**config.mk**
```make
export PLATFORM = sky130hd
export DESIGN_NAME = pipe_rca_addsub
export DESIGN_NICKNAME = d
export VERILOG_FILES = /design/src/rtl/pipe_rca_addsub.sv
export SDC_FILE = /design/constraint.sdc
export NUM_CORES = 1
export LEC_CHECK = 0
export CORE_MARGIN = 3
export CORE_UTILIZATION = 49
export CTS_BUF_LIST = sky130_fd_sc_hd__clkbuf_4
export CTS_CLUSTER_DIAMETER = 120
export DETAILED_ROUTE_END_ITERATION = 8
export GPL_TIMING_DRIVEN = 0
export PLACE_DENSITY = 0.77
export SYNTH_ARGS = -nofsm -noshare
export SYNTH_HDL_FRONTEND = slang
export SYNTH_HIERARCHICAL = 1
export SYNTH_SLANG_ARGS = --single-unit
```
**constraint.sdc**
```tcl
create_clock -name clk -period 8 [get_ports clk]
set_clock_uncertainty 0.05 [all_clocks]
set_input_delay 1.6 -clock clk [delete_from_list [all_inputs] [get_ports clk]]
set_output_delay 1.6 -clock clk [all_outputs]
set_load 0.02 [all_outputs]
```
**src/rtl/pipe_rca_addsub.sv**
```systemverilog
// Pipelined ripple-carry adder/subtractor: each stage ripples one SEG-bit slice
// through FullAdder cells and hands its carry, skewed operands and partial sum on.

module FullAdder (
  input  logic i_a,
  input  logic i_b,
  input  logic i_c,
  output logic o_s,
  output logic o_c
);
  assign o_s = i_a ^ i_b ^ i_c;
  assign o_c = (i_a & i_b) | (i_c & (i_a ^ i_b));
endmodule

module pipe_rca_addsub #(
  parameter int WIDTH  = 16,
  parameter int STAGES = 4
) (
  input  logic             clk,
  input  logic             rst,
  input  logic             in_valid,
  output logic             in_ready,
  input  logic             sub,
  input  logic             c0,
  input  logic [WIDTH-1:0] A,
  input  logic [WIDTH-1:0] B,
  output logic             out_valid,
  input  logic             out_ready,
  output logic [WIDTH-1:0] S,
  output logic             cout,
  output logic             ovf
);

  localparam int SEG = WIDTH / STAGES;

  logic             w_adv;
  logic             w_cin;
  logic [WIDTH-1:0] w_bop;
  logic             r_ovf;

  assign w_bop    = B ^ {WIDTH{sub}};
  assign w_cin    = sub | c0;
  assign w_adv    = ~out_valid | out_ready;
  assign in_ready = w_adv;

  genvar k, j;
  for (k = 0; k < STAGES; k++) begin : g_stage
    localparam int LO = k * SEG;
    localparam int HI = LO + SEG;

    logic [SEG-1:0] w_aSeg;
    logic [SEG-1:0] w_bSeg;
    logic [SEG-1:0] w_sum;
    logic [SEG:0]   w_chain;
    logic           w_vIn;
    logic [HI-1:0]  w_sNext;
    logic           r_v;
    logic           r_c;
    logic [HI-1:0]  r_s;

    if (k == 0) begin : g_head
      assign w_aSeg     = A[SEG-1:0];
      assign w_bSeg     = w_bop[SEG-1:0];
      assign w_chain[0] = w_cin;
      assign w_vIn      = in_valid;
      assign w_sNext    = w_sum;
    end else begin : g_body
      assign w_aSeg     = g_stage[k-1].g_skew.r_a[HI-1:LO];
      assign w_bSeg     = g_stage[k-1].g_skew.r_b[HI-1:LO];
      assign w_chain[0] = g_stage[k-1].r_c;
      assign w_vIn      = g_stage[k-1].r_v;
      assign w_sNext    = {w_sum, g_stage[k-1].r_s};
    end

    for (j = 0; j < SEG; j++) begin : g_bit
      FullAdder u_fa (
        .i_a (w_aSeg[j]),
        .i_b (w_bSeg[j]),
        .i_c (w_chain[j]),
        .o_s (w_sum[j]),
        .o_c (w_chain[j+1])
      );
    end

    // The completed low slices grow by SEG bits per stage so all bits leave together.
    always_ff @(posedge clk) begin
      if (rst) begin
        r_v <= 1'b0;
        r_c <= 1'b0;
        r_s <= '0;
      end else if (w_adv) begin
        r_v <= w_vIn;
        r_c <= w_chain[SEG];
        r_s <= w_sNext;
      end
    end

    if (k < STAGES - 1) begin : g_skew
      logic [WIDTH-1:HI] w_aFwd;
      logic [WIDTH-1:HI] w_bFwd;
      logic [WIDTH-1:HI] r_a;
      logic [WIDTH-1:HI] r_b;

      if (k == 0) begin : g_src
        assign w_aFwd = A[WIDTH-1:HI];
        assign w_bFwd = w_bop[WIDTH-1:HI];
      end else begin : g_src
        assign w_aFwd = g_stage[k-1].g_skew.r_a[WIDTH-1:HI];
        assign w_bFwd = g_stage[k-1].g_skew.r_b[WIDTH-1:HI];
      end

      always_ff @(posedge clk) begin
        if (rst) begin
          r_a <= '0;
          r_b <= '0;
        end else if (w_adv) begin
          r_a <= w_aFwd;
          r_b <= w_bFwd;
        end
      end
    end
  end

  // Overflow compares the carry into and out of the MSB cell of the last stage.
  always_ff @(posedge clk) begin
    if (rst) begin
      r_ovf <= 1'b0;
    end else if (w_adv) begin
      r_ovf <= g_stage[STAGES-1].w_chain[SEG] ^ g_stage[STAGES-1].w_chain[SEG-1];
    end
  end

  assign out_valid = g_stage[STAGES-1].r_v;
  assign S         = g_stage[STAGES-1].r_s;
  assign cout      = g_stage[STAGES-1].r_c;
  assign ovf       = r_ovf;

endmodule

```
==> run metrics <==
clock latency at the later pin of the worst-skew pair 0.43 ns; cell taking the most area after synthesis dfxtp_1; post-synthesis sequential element count 97; Root Driver clkbuf_4; fin crit share 60.0%; fin area 4750 um^2; drt wl/cell 13.2 um; num ports 58; DR iter-0 viols 186; site row count 31; post-layout min period 4.80 ns; sequential area share after synthesis 49.5%; global route total overflow 0; Leakage 1.83 nW; global-route wire length before repair 13700 um; DR pass1 iterations 5; hold buffers post-CTS 0; die area 9110 um^2; CP Max Fanout 10; Synth Area per Inst 8.83 um^2; Crit path required time 6.35 ns; cell depth of the worst flop-to-flop path 6; antenna violations before repair 0; DP HPWL 6170 um; CTS tree done; setup bufs post-CTS 0; Max Slew Vio Count 0; YS warnings 6; core area 7520 um^2; Layout Utilization 63.1%; worst reg-to-reg setup slack 5.43 ns; cell area power density 194 nW/um^2; Post-synth ARST share 0%; Worst Setup End Kind output pin; Final GP Congestion 0.826; Max Cap Viol 0; most frequent cell after synthesis nand2_1; Max IR drop VDD 0.101 mV; placed cell area 4600 um^2; Tightest Pin Transition 0.628 ns; DRC 0; Syn-to-layout area delta 21.0%; Slew HR 58.1%; fillcell total 664; hold path depth 2; Post-Syn Area 3920 um^2; H-tree depth 3; Starting Density 52.1%; prevailing post-synth register cell dfxtp_1; CTS Buf Count 9; Post-Route WL 8120 um; Finish-stage setup viols 0; total power 0.921 mW; Yosys top cell area share 49.5%; cells after synthesis 444; layout cells sized above 1 11.1%; Die X 95.5 um; top post-synthesis cells by count nand2_1 (166), dfxtp_1 (97), a21oi_1 (83); HP Class reg2reg; Antenna Nets Post-Route 0; post_cts resized 0; count of cell types in the netlist 15; highest clock rate 208 MHz; Final Hold Fails 0; Final #Nets 564; status finished clean; Clock Sinks 97; Vias/cell 4.89; Total Negative Setup Slacks 0 ns; port buffer count 55; GRT Util Overall 19.5%; Vert. Die Dim 95.5 um; ant diodes 0; CP Class in2out; clock buffer depth 2; Worst-path clk slew 0.13 ns; Vias 2995; syn_nets 498; Startpoint Class input pin; largest net degree at the start of global routing 16; arrival time of the worst setup path 3.15 ns; vias in the first global route 2906; RSZ-0062 raised after global routing no; EDFF count, synth 0; top post-synthesis cells by area dfxtp_1 (50%), nand2_1 (16%), a21oi_1 (11%)
[stage by stage]
step	setup slack [ns]	hold slack, ns	cells
after floorplan	3.95	0.382	444
after global placement	3.22	0.388	598
after detailed placement	3.20	0.396	598
after CTS	3.20	0.412	613
after global routing	3.15	0.430	613
final	3.20	0.408	613
[logic make-up after synthesis]
| kind of cell | count (synthesis) | synth area share (%) |
|---|---|---|
| AND/OR/NAND/NOR | 183 | 17.8 |
| flip-flops | 97 | 49.5 |
| AO/OA/AOI/OAI | 96 | 14.7 |
| buffers and inverters | 35 | 5.96 |
| XOR/XNOR | 17 | 3.80 |
| adder cells (fa/ha/maj) | 16 | 8.17 |
[cells in the final DEF, fill, tap and decap left out, drive strengths merged]
cell           netlist  final
a211oi              13     13
nand2              166    166
nor2                15     15
xor2                 4      4
bufinv               0      2
or2                  1      1
clkdlybuf4s50        0     55
clkinv               0      3
a21oi               83     83
clkbuf               7     16
inv                  1      2
xnor2               13     13
dfxtp               97     97
fa                  16     16
nor2b                1      1
buf                 27     27
[final timing paths]
| check | start | endpoint |
|---|---|---|
| max | out_ready | in_ready |
| min | S[5]$_SDFFE_PP0P_ | S[5]$_SDFFE_PP0P_ |
| max reg2reg | g_stage[2].g_skew.r_a[12]$_SDFFE_PP0P_ | ovf$_SDFFE_PP0P_ |
| min reg2reg | S[5]$_SDFFE_PP0P_ | S[5]$_SDFFE_PP0P_ |
[routing by layer]
metal / up-vias / GRT usage [%] / wire length (um)
met1: 1375 / 25.3 / 3810
met2: 55 / 32.5 / 3900
met4: 0 / 6.52 / 95
met5: - / 0 / 0
li1: 1557 / - / -
met3: 8 / 4.10 / 321
[where the power goes]
group | switching [mW] | internal (mW)
registers | 0.0190 | 0.515
clock network | 0.154 | 0.124
logic | 0.0530 | 0.0559
total | 0.226 | 0.695
[sequential cells by signal (all words and copies together), names as in the netlist]
register / flops
out_valid: 1
g_stage.r_s: 24
g_stage.g_skew.r_a: 24
g_stage.g_skew.r_b: 24
g_stage.r_c: 3
S: 16
ovf: 1
g_stage.r_v: 3
cout: 1
[layout make-up]
class | instances | area, um^2 | share of cell area (%)
tap | 99 | 124 | 2.61
timing repair buffer | 55 | 551 | 11.6
clock inverter | 6 | 82.6 | 1.74
multi-input combinational | 312 | 1750 | 36.8
clock buffer | 9 | 67.6 | 1.42
buffer | 34 | 230 | 4.85
sequential | 97 | 1940 | 40.9
inverter | 1 | 3.75 | 0.0791
[worst max-delay path: stages]
cell and delay (ns):
clkdlybuf4s50_1 0.50, nor2b_4 0.06, inv_2 0.06, buf_6 0.14
buf_6 0.17, clkdlybuf4s50_1 0.62
No activity file was read; power rests on OpenSTA's default activity.
